## src/rtl/friscv_rv32i_memfy.sv

```systemverilog
// rtl/friscv_rv32i_memfy.sv - RV32I/RV64I load/store unit with a single-beat memory request port
//
// Purpose : Accepts one load/store instruction at a time. It computes the
//           effective address and rejects misaligned accesses with a one-cycle
//           error pulse. Otherwise it issues one lane-aligned memory request and,
//           for loads, writes the extracted and extended value back to the
//           register file.
// Ports   : aclk, areset (async, high), srst (sync, high)
//           memfy_*  instruction in (en/ready handshake), register write-back out,
//                    misaligned error pulse out
//           mem_*    memory request out (en/wr/addr/wdata/strb), rdata/ready in
module friscv_rv32i_memfy #(
    parameter int ADDRW = 16,
    parameter int XLEN  = 32
) (
    input  logic                aclk,
    input  logic                areset,
    input  logic                srst,
    input  logic                memfy_en,
    output logic                memfy_ready,
    input  logic [6:0]          memfy_opcode,
    input  logic [2:0]          memfy_funct3,
    input  logic [4:0]          memfy_rd,
    input  logic [11:0]         memfy_imm12,
    input  logic [XLEN-1:0]     memfy_rs1_val,
    input  logic [XLEN-1:0]     memfy_rs2_val,
    output logic                memfy_rd_wr,
    output logic [4:0]          memfy_rd_addr,
    output logic [XLEN-1:0]     memfy_rd_val,
    output logic                memfy_misaligned,
    output logic                mem_en,
    output logic                mem_wr,
    output logic [ADDRW-1:0]    mem_addr,
    output logic [XLEN-1:0]     mem_wdata,
    output logic [XLEN/8-1:0]   mem_strb,
    input  logic [XLEN-1:0]     mem_rdata,
    input  logic                mem_ready
);

    localparam int NB = XLEN / 8;
    localparam int LW = $clog2(NB);
    localparam logic [6:0] OP_LOAD  = 7'b0000011;
    localparam logic [6:0] OP_STORE = 7'b0100011;

    typedef enum logic [1:0] {IDLE, REQ, ERR} state_t;

    state_t          r_state;
    logic            r_is_load;
    logic [2:0]      r_funct3;
    logic [4:0]      r_rd;
    logic [LW-1:0]   r_lane;

    logic            w_is_load;
    logic            w_is_store;
    logic            w_legal;
    logic [ADDRW-1:0] w_ea;
    logic [LW-1:0]   w_lane;
    logic [3:0]      w_nbytes;
    logic [2:0]      w_amask;
    logic            w_misaligned;
    logic [NB-1:0]   w_strb;
    logic [XLEN-1:0] w_wdata;
    logic [XLEN-1:0] w_rdata_sh;
    logic [XLEN-1:0] w_load_val;

    // Decode and address generation for the instruction currently presented
    always_comb begin
        w_is_load  = (memfy_opcode == OP_LOAD);
        w_is_store = (memfy_opcode == OP_STORE);
        w_legal    = 1'b0;
        if (w_is_load) begin
            case (memfy_funct3)
                3'd0, 3'd1, 3'd2, 3'd4, 3'd5: w_legal = 1'b1;
                3'd3, 3'd6:                   w_legal = (XLEN == 64);
                default:                      w_legal = 1'b0;
            endcase
        end else if (w_is_store) begin
            case (memfy_funct3)
                3'd0, 3'd1, 3'd2: w_legal = 1'b1;
                3'd3:             w_legal = (XLEN == 64);
                default:          w_legal = 1'b0;
            endcase
        end
        w_ea         = ADDRW'(memfy_rs1_val + XLEN'($signed(memfy_imm12)));
        w_lane       = w_ea[LW-1:0];
        // funct3[1:0] encodes log2 of the access size for every load/store
        w_nbytes     = 4'd1 << memfy_funct3[1:0];
        w_amask      = 3'(w_nbytes - 4'd1);
        w_misaligned = |(w_ea[2:0] & w_amask);
        w_strb       = NB'((16'd1 << w_nbytes) - 16'd1) << w_lane;
        w_wdata      = memfy_rs2_val << {w_lane, 3'b000};
    end

    // Load data alignment and extension, driven by the captured instruction
    always_comb begin
        w_rdata_sh = mem_rdata >> {r_lane, 3'b000};
        case (r_funct3)
            3'd0:    w_load_val = XLEN'($signed(w_rdata_sh[7:0]));
            3'd1:    w_load_val = XLEN'($signed(w_rdata_sh[15:0]));
            3'd2:    w_load_val = XLEN'($signed(w_rdata_sh[31:0]));
            3'd4:    w_load_val = XLEN'(w_rdata_sh[7:0]);
            3'd5:    w_load_val = XLEN'(w_rdata_sh[15:0]);
            3'd6:    w_load_val = XLEN'(w_rdata_sh[31:0]);
            default: w_load_val = w_rdata_sh;
        endcase
    end

    always_ff @(posedge aclk or posedge areset) begin
        if (areset) begin
            r_state          <= IDLE;
            r_is_load        <= 1'b0;
            r_funct3         <= '0;
            r_rd             <= '0;
            r_lane           <= '0;
            memfy_ready      <= 1'b0;
            memfy_rd_wr      <= 1'b0;
            memfy_rd_addr    <= '0;
            memfy_rd_val     <= '0;
            memfy_misaligned <= 1'b0;
            mem_en           <= 1'b0;
            mem_wr           <= 1'b0;
            mem_addr         <= '0;
            mem_wdata        <= '0;
            mem_strb         <= '0;
        end else if (srst) begin
            r_state          <= IDLE;
            r_is_load        <= 1'b0;
            r_funct3         <= '0;
            r_rd             <= '0;
            r_lane           <= '0;
            memfy_ready      <= 1'b0;
            memfy_rd_wr      <= 1'b0;
            memfy_rd_addr    <= '0;
            memfy_rd_val     <= '0;
            memfy_misaligned <= 1'b0;
            mem_en           <= 1'b0;
            mem_wr           <= 1'b0;
            mem_addr         <= '0;
            mem_wdata        <= '0;
            mem_strb         <= '0;
        end else begin
            memfy_rd_wr      <= 1'b0;
            memfy_misaligned <= 1'b0;
            case (r_state)
                IDLE: begin
                    // Ready rises on the first edge after reset; illegal
                    // instructions are swallowed and ready stays high.
                    memfy_ready <= 1'b1;
                    if (memfy_en && memfy_ready && w_legal) begin
                        memfy_ready <= 1'b0;
                        if (w_misaligned) begin
                            r_state          <= ERR;
                            memfy_misaligned <= 1'b1;
                        end else begin
                            r_state   <= REQ;
                            r_is_load <= w_is_load;
                            r_funct3  <= memfy_funct3;
                            r_rd      <= memfy_rd;
                            r_lane    <= w_lane;
                            mem_en    <= 1'b1;
                            mem_wr    <= w_is_store;
                            mem_addr  <= {w_ea[ADDRW-1:LW], {LW{1'b0}}};
                            mem_wdata <= w_is_store ? w_wdata : '0;
                            mem_strb  <= w_strb;
                        end
                    end
                end
                REQ: begin
                    // mem_en is held for the whole REQ state, so mem_ready alone
                    // marks completion.
                    if (mem_ready) begin
                        r_state     <= IDLE;
                        mem_en      <= 1'b0;
                        memfy_ready <= 1'b1;
                        if (r_is_load && (r_rd != 5'd0)) begin
                            memfy_rd_wr   <= 1'b1;
                            memfy_rd_addr <= r_rd;
                            memfy_rd_val  <= w_load_val;
                        end
                    end
                end
                ERR: begin
                    r_state     <= IDLE;
                    memfy_ready <= 1'b1;
                end
                default: r_state <= IDLE;
            endcase
        end
    end

endmodule

```

## config.mk

```make
export PLATFORM = sky130hd
export DESIGN_NAME = friscv_rv32i_memfy
export DESIGN_NICKNAME = d
export VERILOG_FILES = /design/src/rtl/friscv_rv32i_memfy.sv
export SDC_FILE = /design/constraint.sdc
export NUM_CORES = 1
export LEC_CHECK = 0
export CORE_MARGIN = 4
export CORE_UTILIZATION = 46
export CTS_BUF_LIST = sky130_fd_sc_hd__clkbuf_4
export DETAILED_ROUTE_END_ITERATION = 10
export MAX_ROUTING_LAYER = met4
export PLACE_DENSITY = 0.81
export SYNTH_ARGS = -nofsm -noshare
export SYNTH_HDL_FRONTEND = slang
export SYNTH_SLANG_ARGS = --single-unit
```

## constraint.sdc

```tcl
create_clock -name aclk -period 4.1 [get_ports aclk]
set_clock_uncertainty 0.15 [all_clocks]
set_input_delay 0.615 -clock aclk [delete_from_list [all_inputs] [get_ports aclk]]
set_output_delay 0.615 -clock aclk [all_outputs]
set_load 0.02 [all_outputs]
```

### Word-level counts from Yosys, hierarchy flattened

Cells that the tools add are included.

* eq/ne operators: 15
* $lt $le $gt $ge: 0
* bitwise logic cells: 1
* divide/modulo/power cells: 0
* shift operators: 5
* add/sub/neg operators: 3
* multiply operators: 0
* reductions and logical operators: 22
* multiplexer cells: 68

Operators with widths (number)
* $mux W32: 9
* $pmux W32 S4: 1
* $mux W16: 4
* $mux W5: 8
* $shl A32 B5 Y32: 1
* $shr A32 B5 Y32: 1
* $mux W1: 27
* $add A16 B16 Y16: 1
* $mux W2: 8
* $mux W4: 4
* $eq A3 B3 Y1 const B: 4
* $mux W3: 4
* $reduce_bool A2 Y1: 5
* $ne A3 B3 Y1 const B: 3
* $eq A7 B2 Y1 const B: 1
* $eq A7 B6 Y1 const B: 1
* $eq A3 B1 Y1 const B: 2
* $logic_not A3 Y1: 2
* $reduce_and A3 Y1: 2
* $reduce_or A3 Y1: 2
* $reduce_bool A5 Y1: 1
* $reduce_or A5 Y1: 1
* $pmux W2 S2: 1
* $reduce_and A2 Y1: 2
* 17 further kinds: 19

* bits of input ports: 128
* ROM bits: 0
* bits in latches: 0
* bits in registers: 107
* bits in writable memories: 0
* memories: 0
* word-level logic and storage cells: 129
* output and inout bits: 94

### Logic depth before layout (Yosys ltp)

Gate-level depths: netlist of run 1.

* depth after elaboration: 9
* depth in mapped cells: 10
* mapped depth without buffers: 9

### Worst setup path after synthesis of run 1

OpenSTA, ideal clock, no wires.

* path type: input -> register
* from: input memfy_imm12[0]
* to: register r_lane[1]
* stages: 10
* buffers on the path: 2
* data required time: 3818 ps
* setup time: 132 ps
* slack: 1394 ps
* arrival time: 2424 ps
* path through: ha_1 > inv_1 > fa_1 > xor2_1 > o221ai_2 > or3_4 > buf_6 > clkbuf_1 > a21oi_1 > nor2_1

* longest elaborated chain between the ends: 5
* elaborated cells on any way between the ends: 9
* classes of those cells: add/sub: 1; eq/ne: 1; mux: 4; bitwise: 1; reduce/logical: 2

RTL lines
* start: declaration: RTL line 24 `input logic [11:0] memfy_imm12,`
* $add A16 B16 Y16 (*): RTL line 84 `w_ea = ADDRW'(memfy_rs1_val + XLEN'($signed(memfy_imm12)));`
* $and A3 B3 Y3 / $mux W2 (equally long branches): RTL line 89, 151
* $reduce_or A3 Y1 / $mux W2 (equally long branches): RTL line 89, 149
* $ne A2 B2 Y1 (no line) / $mux W2 (equally long branches)
* $reduce_and A3 Y1 (no line) / $mux W2 (equally long branches)
* end signal: assignment: RTL line 159 `r_lane <= w_lane;`
* end: declaration: RTL line 51 `logic [LW-1:0] r_lane;`

Mark *: on every way between the ends. The rest lies on a longest branch, timed or not. The select of a mux whose other input is x is not followed.
A chain may end at the register's enable or synchronous reset.

### Worst setup path in the final report of run 1

* from: input memfy_funct3[1]
* to: register mem_wdata[30]

* longest elaborated chain between the ends: 8
* elaborated cells on any way between the ends: 19
* classes of those cells: add/sub: 1; eq/ne: 5; shift: 1; mux: 4; bitwise: 1; reduce/logical: 7

RTL lines
* start: declaration: RTL line 22 `input logic [2:0] memfy_funct3,`
* branches (longest 7 deep; another with $sub A3 B1 Y3)
* $reduce_and A3 Y1 (no line) (*)
* end signal: assignment: RTL line 163 `mem_wdata <= w_is_store ? w_wdata : '0;`
* end: declaration: RTL line 34 `output logic [XLEN-1:0] mem_wdata,`

Mark *: on every way between the ends.

==> metrics.cfg, run 1 <==
[yosys]
synth_top_family_by_area = compound AO/OA/AOI/OAI gates
synthFlopType = dfrtp_1
yosys-top-cells-area = dfrtp_1 (44%), mux2i_1 (5.7%), nand2_1 (5.7%)
ys_ff_latch = 105
synth_top_area_share = 0.440
synth_fa_ha_area_frac = 0.0431
synth_area_mm2 = 0.00598
synth_warnings = 0
synth_edf_count = 0
syn_inst = 622
synth_mux_area_frac = 0.0739
synth.avg_cell_area_um2 = 9.61
ys_types = 67
synth_compound_area_frac = 0.223
yosysTopAreaCell = dfrtp_1
synth_seq_area_share = 0.440
synthSimpleGateAreaFrac = 0.159
synth-xor-area-share = 0.0147
synthArstFlopShare = 1.00

[place]
place_ws_ps = 369
dp_hpwl_um = 13700
postPlaceCellArea_mm2 = 0.00809
portBuffers = 203
routabilityCongestion = 0.908

[cts]
cts.path.max_buffers = 2
cts_max_level = 3
cts_tree = built
cts_made_buffers = 9
cts_sinks = 105
clk_latency_ps = 470
post_cts_buffers = 0
root_buffer = clkbuf_4
clkTransAtPathRegs_ps = 160
ctsHoldBuffers = 0
cts_resized = 0

[timing]
worstMarginPinSlew_ps = 1210
min_period_over_period = 0.798
rsz0062_at_grt = no
post-route-min-period_ps = 3270
hold-worst-slack_ps = 356
fin_tns_setup_ps = 0
slew_headroom = 0.191
hold_violations = 0
setup_slack_ps = 829
finalMaxSlewViolations = 0
setup_violations = 0
max_freq_mhz = 306

[power]
power.density_mw_per_mm2 = 242
cellInternalPower_mw = 1.42
p_sw_frac = 0.287
power.leakage_nw = 3.48
pwr-share-comb = 0.206
p_seq_frac = 0.521
peakVddDrop_uv = 129
pwr-share-clk = 0.273
p_sw_uw = 572

[worst_setup_path]
path_class = input pin to flip-flop
cp_data_required_time_ps = 4340
cp-end-kind = flip-flop
cp.arrival_ps = 3510
crit_fanout = 28
start_kind = input pin

[global_route]
track_usage = 0.253
grt_max_degree = 65
grt-ovfl-total = 0
grt_pass1_vias = 5940
antenna_found_initial = 0
grt_pass1_wl_um = 29000

[drt]
route.vias.total = 5636
detail-route-antenna-nets = 0
wirelength_um = 18300
wl_met2_um = 9030
drt_iter0_drc = 375
top_layer_used = met4
vias_per_cell = 5.72
dr.pass1.iters = 5
wl_per_cell_um = 18.6
wl_met3_um = 1480
remaining_drc_errors = 0
wl_met1_um = 7510

[floorplanning]
io_pins = 222
die_w_um = 122
dieArea_mm2 = 0.0149
die_y_um = 122
start_util = 0.472
core_mm2 = 0.0127
rows = 41

[finish]
final_nets = 956
num_antenna_cells = 0
stdcell_area_mm2 = 0.00823
drive_above_1_share = 0.0664
area_delta_synth_final_pct = 37.8

[outcome]
outcome = completed

[hold_path]
min_path_type = flip-flop to flip-flop

[flow_run]
maxCapViolations = 0

power by group through the flow:
stage | clock network [mW] | registers, mW | logic [mW]
global placement | 0 | 1.06 | 0.396
CTS | 0.550 | 1.04 | 0.409
global route | 0.605 | 1.04 | 0.446
floorplan | 0 | 1.06 | 0.224
detailed placement | 0 | 1.06 | 0.407
finish | 0.544 | 1.04 | 0.410
critical path, stage by stage:
cell	delay (ps)
clkdlybuf4s50_1	740
nor2_1	130
ha_1	350
o221ai_2	360
nor3_4	100
nor2_2	920
nand2_1	160
o21ai_0	130
stage by stage:
stage / utilization / power (mW) / cells
2_1_floorplan: - / 1.28 / 623
3_3_place_gp: 0.639 / 1.45 / 969
3_5_place_dp: 0.639 / 1.46 / 969
4_1_cts: 0.650 / 2.00 / 985
5_1_grt: 0.650 / 2.09 / 985
6_report: 0.650 / 1.99 / 985
metal layers:
| metal | GRT usage | up-vias |
|---|---|---|
| li1 | - | 2629 |
| met2 | 0.426 | 234 |
| met4 | 0.0728 | 0 |
| met1 | 0.299 | 2741 |
| met5 | - | - |
| met3 | 0.0687 | 32 |
state kept, by name, summed over array words and instances, names as in the netlist, 2 cells and up:
register,count
mem_addr,14
mem_strb,4
mem_wdata,32
memfy_rd_addr,5
memfy_rd_val,32
r_funct3,3
r_lane,2
r_rd,5
r_state,2
Yosys cell counts, types with 2 or more instances:
master,n
a211o_1,7
a21o_1,10
a21oi_1,58
a22o_1,37
a31oi_1,2
a32o_1,7
and2_1,5
and3_1,10
buf_1,2
buf_2,12
buf_4,4
buf_6,6
clkbuf_1,18
clkinv_1,2
dfrtp_1,105
ha_1,19
inv_1,8
mux2_2,9
mux2i_1,34
nand2_1,90
nand3_1,11
nand3b_1,2
nand4_1,6
nor2_1,29
nor2_4,2
nor2b_1,11
nor3_1,5
nor3b_1,3
o2111ai_1,2
o211ai_1,5
o21ai_0,44
o21bai_1,2
o22ai_1,9
o31ai_1,2
or2_2,3
or3_1,2
xnor2_1,4
xor2_1,6
cell usage in the layout, fill, tap and decap left out, types with 2 or more instances in the layout:
cell               n
nor3_1             5
o22ai_1            9
clkinv_1           4
clkbuf_4           9
nor3b_1            3
o2111ai_1          2
nor2_1            29
conb_1             2
nand3b_1           2
o21bai_1           2
or3_1              2
inv_1              7
o211ai_1           5
dfrtp_1          105
a21oi_1           58
mux2i_1           34
a211o_1            7
o31ai_1            2
clkdlybuf4s50_1  203
and2_1             5
xor2_1             6
nor2b_1           11
nand4_1            6
o21ai_0           44
buf_4             13
and3_1            10
a32o_1             7
xnor2_1            4
or2_2              3
nand3_1           11
ha_1              19
a21o_1            10
nand2_1           90
clkinv_4           3
a31oi_1            2
a22o_1            37
mux2_2             9
nor2_4             2
path summary, 6_finish.rpt:
kind,slack (ps),from,depth (start not counted),endpoint
min,360,memfy_rd_val[11]$_DFFE_PP0P_,2,memfy_rd_val[11]$_DFFE_PP0P_
max,830,memfy_funct3[1],8,mem_wdata[30]$_DFFE_PP0P_
min in group asynchronous,480,areset,2,memfy_rd_val[7]$_DFFE_PP0P_
max in group asynchronous,2490,areset,3,mem_addr[11]$_DFFE_PP0P_
min reg2reg,360,memfy_rd_val[11]$_DFFE_PP0P_,2,memfy_rd_val[11]$_DFFE_PP0P_
max reg2reg,1630,r_rd[3]$_DFFE_PP0P_,6,memfy_rd_val[24]$_DFFE_PP0P_
cell families after synthesis:
family                   after synthesis
XOR/XNOR                              10
flip-flops                           105
AND/OR/NAND/NOR                      192
buffers and inverters                 53
AO/OA/AOI/OAI                        198
multiplexers                          43
other                                  1
adder cells (fa/ha/maj)               20
layout make-up:
type | instances | area [um^2]
inverters | 11 | 43.8
well taps | 172 | 215
flip-flops and latches | 105 | 2630
fillers | 1038 | 4440
clock inverters | 7 | 71.3
clock buffers | 9 | 67.6
repair buffers | 216 | 2130
multi-input cells | 465 | 3080
(Power assumes the default switching activity.)
==> run 2, diff against run 1 <==
CORE_UTILIZATION = 42   (was 46)
PLACE_DENSITY = 0.78   (was 0.81)
clock period = 2.7 ns   (was 4.1 ns; I/O delays follow)
==> metrics.cfg, run 2 (synthesis gave the netlist of run 1 again) <==
[finish]
stdcell_area_mm2 = 0.00858  ; was 0.00823 mm^2
final_nets = 994  ; was 956
reg.largest.list = mem_wdata (32), memfy_rd_val (32), mem_addr (14)  ; unchanged
num_antenna_cells = 0  ; unchanged
area_delta_synth_final_pct = 43.7  ; was 37.8%
final_cell_mix = clkdlybuf4s50_1 (202), dfrtp_1 (105), nand2_1 (90)  ; was clkdlybuf4s50_1 (203), dfrtp_1 (105), nand2_1 (90)
drive_above_1_share = 0.112  ; was 0.0664
final_common_cell = clkdlybuf4s50_1  ; unchanged

[timing]
hold_violations = 0  ; unchanged
min_period_over_period = 0.969
finalMaxSlewViolations = 0  ; unchanged
max_freq_mhz = 382
setup_violations = 0  ; unchanged
post-route-min-period_ps = 2620
slew_headroom = 0.524  ; was 0.191
worstMarginPinSlew_ps = 713  ; was 1210 ps
setup_slack_ps = 84.7  ; was 829 ps
rsz0062_at_grt = no  ; unchanged

[cts]
cts_max_level = 3  ; unchanged
clkTransAtPathRegs_ps = 160  ; about the same
root_buffer = clkbuf_4  ; unchanged
clk_latency_ps = 490  ; was 470 ps
cts_tree = built  ; unchanged
cts_made_buffers = 9  ; unchanged
cts_sinks = 105  ; unchanged
cts.path.max_buffers = 2  ; unchanged

[power]
power.leakage_nw = 3.68  ; was 3.48 nW
power.density_mw_per_mm2 = 371  ; was 242 mW/mm^2
power_mw = 3.18  ; was 1.99 mW
peakVddDrop_uv = 201  ; was 129 uV

[global_route]
grt_pass1_wl_um = 29600  ; was 29000 um
grt_max_degree = 106  ; was 65
antenna_found_initial = 0  ; unchanged
grt_pass1_vias = 5611  ; was 5940
grt-ovfl-total = 0  ; unchanged
track_usage = 0.235  ; was 0.253

[place]
routabilityCongestion = 0.905  ; was 0.908
postPlaceCellArea_mm2 = 0.00839  ; was 0.00809 mm^2
place_ws_ps = -686  ; was 369 ps
portBuffers = 203  ; unchanged
dp_hpwl_um = 14200  ; was 13700 um

[worst_setup_path]
crit_cells = 10  ; was 8
critPathMaxStageDelay_ps = 540  ; was 920 ps
crit_fanout = 12  ; was 28
rr_worst_depth = 6  ; unchanged
reg2reg_slack_ps = 410  ; was 1630 ps
path_cells = clkdlybuf4s50_1, ha_1, inv_1, fa_2, o221ai_2, buf_4, or3_4, buf_4, a21oi_1, o22ai_1  ; was clkdlybuf4s50_1, nor2_1, ha_1, o221ai_2, nor3_4, nor2_2, nand2_1, o21ai_0
path_common_cell = buf_4
cp-end-kind = flip-flop  ; unchanged
crit_buf_inv = 4  ; was 1
crit_path_top_delay_cell = fa_2  ; was nor2_2
cp_top_family = buffers and inverters  ; was simple AND/OR/NAND/NOR gates
start_kind = input pin  ; unchanged
cp.arrival_ps = 2830  ; was 3510 ps
cp_data_required_time_ps = 2920  ; was 4340 ps
path_class = input pin to flip-flop  ; unchanged

[drt]
wl_per_cell_um = 18.3  ; was 18.6 um
drt_iter0_drc = 375  ; unchanged
detail-route-antenna-nets = 0  ; unchanged
vias_per_cell = 5.53  ; was 5.72
wirelength_um = 18900  ; was 18300 um
remaining_drc_errors = 0  ; unchanged
dr.pass1.iters = 5  ; unchanged
route.vias.total = 5697  ; was 5636

[floorplanning]
dieArea_mm2 = 0.0162  ; was 0.0149 mm^2
die_w_um = 127  ; was 122 um
die_y_um = 127  ; was 122 um
core_mm2 = 0.0139  ; was 0.0127 mm^2
io_pins = 222  ; unchanged
start_util = 0.429  ; was 0.472
rows = 43  ; was 41

[hold_path]
min_path_type = input pin to flip-flop  ; was flip-flop to flip-flop
hold_depth = 2  ; unchanged

[outcome]
outcome = completed  ; unchanged

[flow_run]
maxCapViolations = 0  ; unchanged

-- run 2: cell type report --
type	count	area, um^2
multi-input combinational	465	3090
timing repair buffer	254	2430
sequential	105	2630
clock buffer	9	67.6
clock inverter	6	91.3
inverter	11	45.0
fill	1231	5350
tap	180	225
-- run 2: per-layer routing --
metal	track usage	part of all wire	routed length (um)	vias to the layer above
met5	-	0	0	-
met4	0.0789	0.022	407	0
met3	0.0594	0.075	1420	30
met2	0.369	0.48	9060	224
met1	0.298	0.42	8020	2749
li1	-	-	-	2694
-- run 2: report_power, final --
part | internal [mW] | total, mW | leakage (nW) | switching [mW]
sequential | 1.58 | 1.58 | 1.47 | 0.00188
combinational | 0.342 | 0.676 | 2.13 | 0.333
clock | 0.378 | 0.930 | 0.0820 | 0.553
-- run 2: final timing paths --
path | to | start
max reg2reg | memfy_rd_val[27]$_DFFE_PP0P_ | r_rd[3]$_DFFE_PP0P_
max | mem_wdata[19]$_DFFE_PP0P_ | memfy_imm12[0]
min in group asynchronous | memfy_rd_val[14]$_DFFE_PP0P_ | areset
min reg2reg | mem_wdata[31]$_DFFE_PP0P_ | mem_wdata[31]$_DFFE_PP0P_
max in group asynchronous | mem_en$_DFFE_PP0P_ | areset
min | mem_strb[0]$_DFFE_PP0P_ | srst
-- run 2: worst register-to-register path: cells and delay by family, from the launching register on --
kind / cells / cell delay (ps)
AOI/OAI and AO/OA: 3 / 700
buffers and inverters: 1 / 180
DFF: 1 / 420
and+or+nand+nor: 2 / 750
-- run 2: metrics by stage --
step                hold WS, ps  TNS [ps]   util  std cells
CTS                         108         0  0.615       1030
finish                      140         0  0.616       1030
global route               99.1         0  0.616       1030
detailed placement          327    -32610  0.602       1012
floorplan                   329         0      -        623
global placement            326    -27730  0.602       1012
-- run 2: timing repair --
action | in CTS | in global routing
hold buffers | 0 | 0
setup buffers | 3 | 0
endpoints found under the setup margin | 31 | 13
endpoints found under the hold margin | 0 | 0
gates resized for setup | 1 | 2
